==> src/rtl/serial_subtractor_if.sv <==
// Operand/result bundle for the bit-serial subtractor.
// The controller (master) drives start and the operands; the subtractor (slave) returns status and the result.
interface serial_subtractor_if #(
  parameter int WIDTH = 4
);
  logic             start_i;
  logic [WIDTH-1:0] data_a_i;
  logic [WIDTH-1:0] data_b_i;
  logic             busy_o;
  logic             done_o;
  logic [WIDTH-1:0] out_o;
  logic             bout_o;

  modport master (
    output start_i, data_a_i, data_b_i,
    input  busy_o, done_o, out_o, bout_o
  );

  modport slave (
    input  start_i, data_a_i, data_b_i,
    output busy_o, done_o, out_o, bout_o
  );
endinterface

==> src/rtl/serial_subtractor.sv <==
// Bit-serial unsigned subtractor: one full-subtractor cell plus a borrow flop, LSB first,
// wrapped in a start/busy/done handshake. The result stays on the outputs until the next completion.
module serial_subtractor #(
  parameter int WIDTH = 4
) (
  input  logic                clk,
  input  logic                rst,
  serial_subtractor_if.slave  bus
);
  localparam int CW = $clog2(WIDTH + 1);

  typedef enum logic [1:0] {IDLE, RUN, DONE} state_e;

  state_e           state_q;
  logic [WIDTH-1:0] a_q;
  logic [WIDTH-1:0] b_q;
  logic [WIDTH-1:0] res_q;
  logic             borrow_q;
  logic [CW-1:0]    cnt_q;
  logic             busy_q;
  logic             done_q;
  logic [WIDTH-1:0] out_q;
  logic             bout_q;

  logic             a0;
  logic             b0;
  logic             diff_d;
  logic             borrow_d;
  logic [WIDTH-1:0] res_d;
  logic             last_bit;

  // Full-subtractor cell on the current LSBs; the result register fills from the MSB side.
  always_comb begin
    a0       = a_q[0];
    b0       = b_q[0];
    diff_d   = a0 ^ b0 ^ borrow_q;
    borrow_d = (~a0 & b0) | (~(a0 ^ b0) & borrow_q);
    res_d    = {diff_d, res_q[WIDTH-1:1]};
    last_bit = (cnt_q == CW'(WIDTH - 1));
  end

  always_ff @(posedge clk or posedge rst) begin
    if (rst) begin
      state_q  <= IDLE;
      a_q      <= '0;
      b_q      <= '0;
      res_q    <= '0;
      borrow_q <= 1'b0;
      cnt_q    <= '0;
      busy_q   <= 1'b0;
      done_q   <= 1'b0;
      out_q    <= '0;
      bout_q   <= 1'b0;
    end else begin
      case (state_q)
        IDLE: begin
          done_q <= 1'b0;
          if (bus.start_i) begin
            a_q      <= bus.data_a_i;
            b_q      <= bus.data_b_i;
            res_q    <= '0;
            borrow_q <= 1'b0;
            cnt_q    <= '0;
            busy_q   <= 1'b1;
            state_q  <= RUN;
          end
        end
        RUN: begin
          a_q      <= a_q >> 1;
          b_q      <= b_q >> 1;
          res_q    <= res_d;
          borrow_q <= borrow_d;
          cnt_q    <= cnt_q + CW'(1);
          // The completing edge publishes res_d directly so the last bit is included.
          if (last_bit) begin
            out_q   <= res_d;
            bout_q  <= borrow_d;
            done_q  <= 1'b1;
            state_q <= DONE;
          end
        end
        DONE: begin
          done_q  <= 1'b0;
          busy_q  <= 1'b0;
          state_q <= IDLE;
        end
        default: begin
          done_q  <= 1'b0;
          busy_q  <= 1'b0;
          state_q <= IDLE;
        end
      endcase
    end
  end

  assign bus.busy_o = busy_q;
  assign bus.done_o = done_q;
  assign bus.out_o  = out_q;
  assign bus.bout_o = bout_q;
endmodule

==> src/flat_wrapper.sv <==
// flat-port wrapper written by rule: the top's interface ports become plain ports
module serial_subtractor_flat 
#(
  parameter int WIDTH = 4
)
  (clk, rst, bus_start_i, bus_data_a_i, bus_data_b_i, bus_busy_o, bus_done_o, bus_out_o, bus_bout_o);
  serial_subtractor_if #(.WIDTH(WIDTH)) bus_i ();
  input  logic clk;
  input  logic rst;
  input wire logic [$bits(bus_i.start_i)-1:0] bus_start_i;
  input wire logic [$bits(bus_i.data_a_i)-1:0] bus_data_a_i;
  input wire logic [$bits(bus_i.data_b_i)-1:0] bus_data_b_i;
  output wire logic [$bits(bus_i.busy_o)-1:0] bus_busy_o;
  output wire logic [$bits(bus_i.done_o)-1:0] bus_done_o;
  output wire logic [$bits(bus_i.out_o)-1:0] bus_out_o;
  output wire logic [$bits(bus_i.bout_o)-1:0] bus_bout_o;
  assign bus_i.start_i = bus_start_i;
  assign bus_i.data_a_i = bus_data_a_i;
  assign bus_i.data_b_i = bus_data_b_i;
  assign bus_busy_o = bus_i.busy_o;
  assign bus_done_o = bus_i.done_o;
  assign bus_out_o = bus_i.out_o;
  assign bus_bout_o = bus_i.bout_o;
  serial_subtractor #(.WIDTH(WIDTH)) u_core (.clk(clk), .rst(rst), .bus(bus_i));
endmodule
==> config.mk <==
export PLATFORM = sky130hd
export DESIGN_NAME = serial_subtractor_flat
export DESIGN_NICKNAME = d
export VERILOG_FILES = /design/src/rtl/serial_subtractor_if.sv /design/src/rtl/serial_subtractor.sv /design/src/flat_wrapper.sv
export SDC_FILE = /design/constraint.sdc
export NUM_CORES = 1
export LEC_CHECK = 0
export ABC_CLOCK_PERIOD_IN_PS = 1800
export CAP_MARGIN = 15
export CORE_ASPECT_RATIO = 1.75
export CORE_UTILIZATION = 40
export DETAILED_ROUTE_END_ITERATION = 7
export PLACE_DENSITY = 0.69
export SLEW_MARGIN = 40
export SYNTH_ARGS = -nofsm -noshare
export SYNTH_HDL_FRONTEND = slang
export SYNTH_SLANG_ARGS = --single-unit
==> constraint.sdc <==
create_clock -name clk -period 1.8 [get_ports clk]
set_clock_uncertainty 0.05 [all_clocks]
set_input_delay 0.27 -clock clk [delete_from_list [all_inputs] [get_ports clk]]
set_output_delay 0.27 -clock clk [all_outputs]
set_load 0.02 [all_outputs]
=== Word level (Yosys, flattened, before mapping) ===
Cells that the tools add are included.

* $add $sub $neg: 1
* Multipliers: 0
* Divide/modulo/power cells: 0
* $lt $le $gt $ge: 0
* Eq/ne operators: 4
* Shifts and indexed selects: 0
* Multiplexer cells: 17
* Bitwise gates (word level): 8
* Reductions and logical operators: 6

{| class="wikitable"
|+ Operators by type and width
! cell !! number
|-
| $pmux 4 s2 || 3
|-
| $mux 4 || 3
|-
| $reduce_and 2->1 || 4
|-
| $pmux 3 s2 || 1
|-
| $mux 1 || 4
|-
| $mux 2 || 2
|-
| $pmux 1 s2 || 2
|-
| $pmux 2 s2 || 1
|-
| $add 3x1->3 const B || 1
|-
| $eq 3x2->1 const B || 1
|-
| $mux 3 || 1
|-
| $not 1->1 || 3
|-
| $and 1x1->1 || 2
|-
| $eq 2x1->1 const B || 1
|-
| $logic_not 2->1 || 1
|-
| $ne 2x1->1 const B || 1
|-
| $ne 2x2->1 const B || 1
|-
| $reduce_bool 2->1 || 1
|-
| $xor 1x1->1 || 2
|-
| $or 1x1->1 || 1
|}

* Register bits: 25
* Latch bits: 0
* Bits in writable memories: 0
* ROM bits: 0
* Input bits: 11
* Output and inout bits: 7
* Logic and storage cells: 46
* Memories: 0

=== Longest topological paths before layout ===
* Depth after elaboration: 5
* Gate-level depth with buffers: 4
* Depth with buffers taken out: 4

=== Worst setup path before layout ===
OpenSTA, ideal clock, no wires.

* Kind: reg2reg
* Start point: reg u_core.cnt_q[0]
* End point: reg u_core.out_q[0] (netlist: u_core.bus.out_o[0])
* Setup time: 0.128 ns
* Data arrival time: 1.207 ns
* Data required time: 1.622 ns
* Setup slack: 0.415 ns
* Cell stages (with the launch flop): 5
* Path buffers: 0
* Clock period less this slack: 1.385 ns
* Cells stage by stage: dfrtp_1 ha_1 ha_1 nand3b_4 mux2_1

* Word-level cells in the longest chain between the ends: 2

{| class="wikitable"
|+ RTL lines
! what !! line !! text
|-
| from (decl) || serial_subtractor.sv:19 || <nowiki>logic [CW-1:0] cnt_q;</nowiki>
|-
| from (signal assigned) || serial_subtractor.sv:73 || <nowiki>cnt_q <= cnt_q + CW'(1);</nowiki>
|-
| $eq 3x2->1 || serial_subtractor.sv:39 || <nowiki>last_bit = (cnt_q == CW'(WIDTH - 1));</nowiki>
|-
| $reduce_and 2->1 (no line) || n/a ||
|-
| to (signal assigned) || serial_subtractor.sv:76 || <nowiki>out_q <= res_d;</nowiki>
|-
| to (decl) || serial_subtractor.sv:22 || <nowiki>logic [WIDTH-1:0] out_q;</nowiki>
|}

No other way between the ends.
A chain may end at the register's enable or synchronous reset.

=== Worst setup path after layout ===
* Start point: reg u_core.busy_q (netlist: u_core.bus.busy_o)
* End point: out bus_busy_o

{| class="wikitable"
|+ RTL lines
! what !! line !! text
|-
| from (decl) || serial_subtractor.sv:20 || <nowiki>logic busy_q;</nowiki>
|-
| from (signal assigned) || serial_subtractor.sv:50 || <nowiki>busy_q <= 1'b0;</nowiki>
|-
| from (signal assigned) || serial_subtractor.sv:64 || <nowiki>busy_q <= 1'b1;</nowiki>
|-
| from (signal assigned) || serial_subtractor.sv:84 || <nowiki>busy_q <= 1'b0;</nowiki>
|-
| to (decl) || flat_wrapper.sv:13 || <nowiki>output wire logic [$bits(bus_i.busy_o)-1:0] bus_busy_o;</nowiki>
|}

No word-level cell between the ends.

==> flow_metrics.tcl <==
set metrics [dict create \
    outcome "finished clean" \
    crit_type "reg2out" \
    htreeDepth 1 \
    die_height_um 72.3 \
    ir_worst_vdd_mv 0.850 \
    io_pins 18 \
    powerDensity_nw_per_um2 1790 \
    top_usage_layer "met2" \
    drive_gt1_share_pct 17.3 \
    leakage_nw 0.623 \
    clock_sinks 24 \
    met1_usage_pct 16.1 \
    dr.first_iter.drc_count 9 \
    clk_path_buf_depth 2 \
    vias 736 \
    crit_path_top_delay_cell "clkdlybuf4s50_1" \
    cpLargestDelayFamily "buffers and inverters" \
    dpl-instance-area_um2 1310 \
    r2r_start "u_core.cnt_q[0]" \
    cp.arrival_ns 1.22 \
    synthCells 85 \
    cp.required_ns 1.48 \
    reg2regPathDepth 4 \
    grt_use_total_pct 14.5 \
    grt_pass1_vias 739 \
    wl_per_cell_um 14.6 \
    rr_endpoint "u_core.bus.out_o[3]" \
    port_buffers 17 \
    initial_utilization_pct 42.0 \
    path_clk_slew_ns 0.08 \
    cpPeakStageDelay_ns 0.60 \
    rsz0062_at_grt "false" \
    hold_violations 0 \
    routed_via_density 5.62 \
    cp-start-kind "flip-flop" \
    core_region_area_um2 2690 \
    drc_errors 0 \
    fmax_mhz 649 \
    antenna_found_initial 0 \
    hold_path_class "in2async" \
    cts_root_buf "clkbuf_8" \
    layout_commonest_cell "dfrtp_1" \
    cts_setup_buffers 0 \
    drv_cap 0 \
    firstDrtPassIters 4 \
    use_met2_pct 26.5 \
    r2r_setup_slack_ns 0.29 \
    slew_viol_final 0 \
    die_area_um2 3050 \
    worstSetupEndpointType "output port" \
    path_buf_inv 1 \
    clk_latency_ns 0.26 \
    hold_ws_ns 0.301 \
    syn_area_um2 1130 \
    nets 119 \
    grt_util_met3_pct 1.74 \
    syn-num-nets 99 \
    yosys.cell_types.count 25 \
    grt_max_degree 25 \
    synth-seq-cells 24 \
    dpl.hpwl_mm 1.45 \
    path_cells "clkdlybuf4s50_1" \
    slew_headroom_pct 68.7 \
    grt_pass1_wl_mm 3.31 \
    chipWidth_um 42.2 \
    setup_tns_ns 0 \
    num_rows 25 \
    syn_area_per_cell_um2 13.3 \
    finalCritPeriodShare_pct 85.6 \
    finalSetupViolCount 0 \
    final_cell_mix "dfrtp_1, clkdlybuf4s50_1, inv_1, a22o_1, nor3b_1" \
    worstMarginPinSlew_ns 0.470 \
    cts_tree "done" \
    worstPathMaxFanout 2 \
    seq_area_frac_synth_pct 53.2 \
    design_area_um2 1390 \
    holdBufCountCts 0 \
    drt-total-wl_mm 1.91 \
    diodes 0 \
    gp_congestion 0.655 \
    syn2layout_area_growth_pct 22.6 \
    cts_buffers 3 \
    ys_warn_count 0 \
    fin_crit_ns 1.54 \
    overflow 0 \
    cts_resized 0 \
    antenna_left 0 \
]
==> kinds of logic after synthesis <==
family / share of synthesized area, %
mux: 5.87
flops: 53.2
simple gates: 15.1
buf+inv: 7.75
fa+ha+maj: 3.99
compound gates: 14.2
==> sequential cells by signal, summed over array words and instances (netlist names) <==
| name | flops |
|---|---|
| u_core.res_q | 3 |
| u_core.b_q | 4 |
| u_core.bus.busy_o | 1 |
| u_core.cnt_q | 3 |
| u_core.state_q | 2 |
| u_core.bus.out_o | 4 |
| u_core.borrow_q | 1 |
| u_core.bus.done_o | 1 |
| u_core.bus.bout_o | 1 |
| u_core.a_q | 4 |
==> synth_stat cells <==
cell type,n,share of area (%)
dfrtp_1,24,53
inv_1,12,4.0
a22o_1,6,4.7
nor3b_1,5,3.3
mux2_1,4,4.0
a211oi_2,3,3.3
nor4b_1,3,2.3
nor4b_2,3,4.0
a211oi_1,2,1.3
a21oi_1,2,0.89
buf_4,2,1.3
buf_6,2,2.0
ha_1,2,2.2
nand2b_1,2,1.1
nor2_1,2,0.66
o2bb2ai_1,2,1.6
a221oi_1,1,0.78
buf_2,1,0.44
fa_1,1,1.8
mux2_2,1,1.0
mux2i_1,1,0.89
nand3b_4,1,1.8
nor2b_2,1,0.78
nor3b_2,1,1.1
o21bai_4,1,1.7
==> worst max path at each step <==
| stage | cells after the start | start | slack (ns) | endpoint |
|---|---|---|---|---|
| floorplan | 4 | u_core.cnt_q[0] | 0.42 | u_core.bus.out_o[0] |
| global placement | 3 | bus_start_i | 0.24 | u_core.cnt_q[0] |
| detailed placement | 3 | bus_start_i | 0.20 | u_core.a_q[0] |
| CTS | 1 | u_core.bus.done_o | 0.25 | bus_done_o |
| global route | 1 | u_core.bus.out_o[0] | 0.21 | bus_out_o[0] |
| finish | 1 | u_core.bus.busy_o | 0.26 | bus_busy_o |
==> power by group <==
group	total (mW)	internal (mW)	switching [mW]	leakage [nW]
Clock	0.463	0.297	0.166	0.0357
Sequential	0.968	0.787	0.180	0.297
Combinational	1.04	0.534	0.508	0.291
==> layer usage <==
layer  vias up  part of all wire (%)
met3         4                   4.2
met4         0                   1.7
met2        28                    55
li1        338                     -
met1       366                    39
met5         -                     0
==> final cells by class <==
cell class,instances,area (µm²)
multi-input combinational,44,442
clock buffer,3,41.3
sequential,24,601
timing repair buffer,20,193
inverter,12,45.0
fill,241,1310
clock inverter,1,30.0
tap,27,33.8
==> through the flow <==
stage	power (mW)	instances	setup WS [ns]	util [%]
final	2.47	131	0.258	51.5
after detailed placement	2.04	127	0.200	48.8
after floorplan	1.74	85	0.415	-
after global routing	2.65	131	0.208	51.5
after CTS	2.51	131	0.246	51.5
after global placement	1.99	127	0.240	48.8
Note: power is estimated with default switching activity, not from simulation.
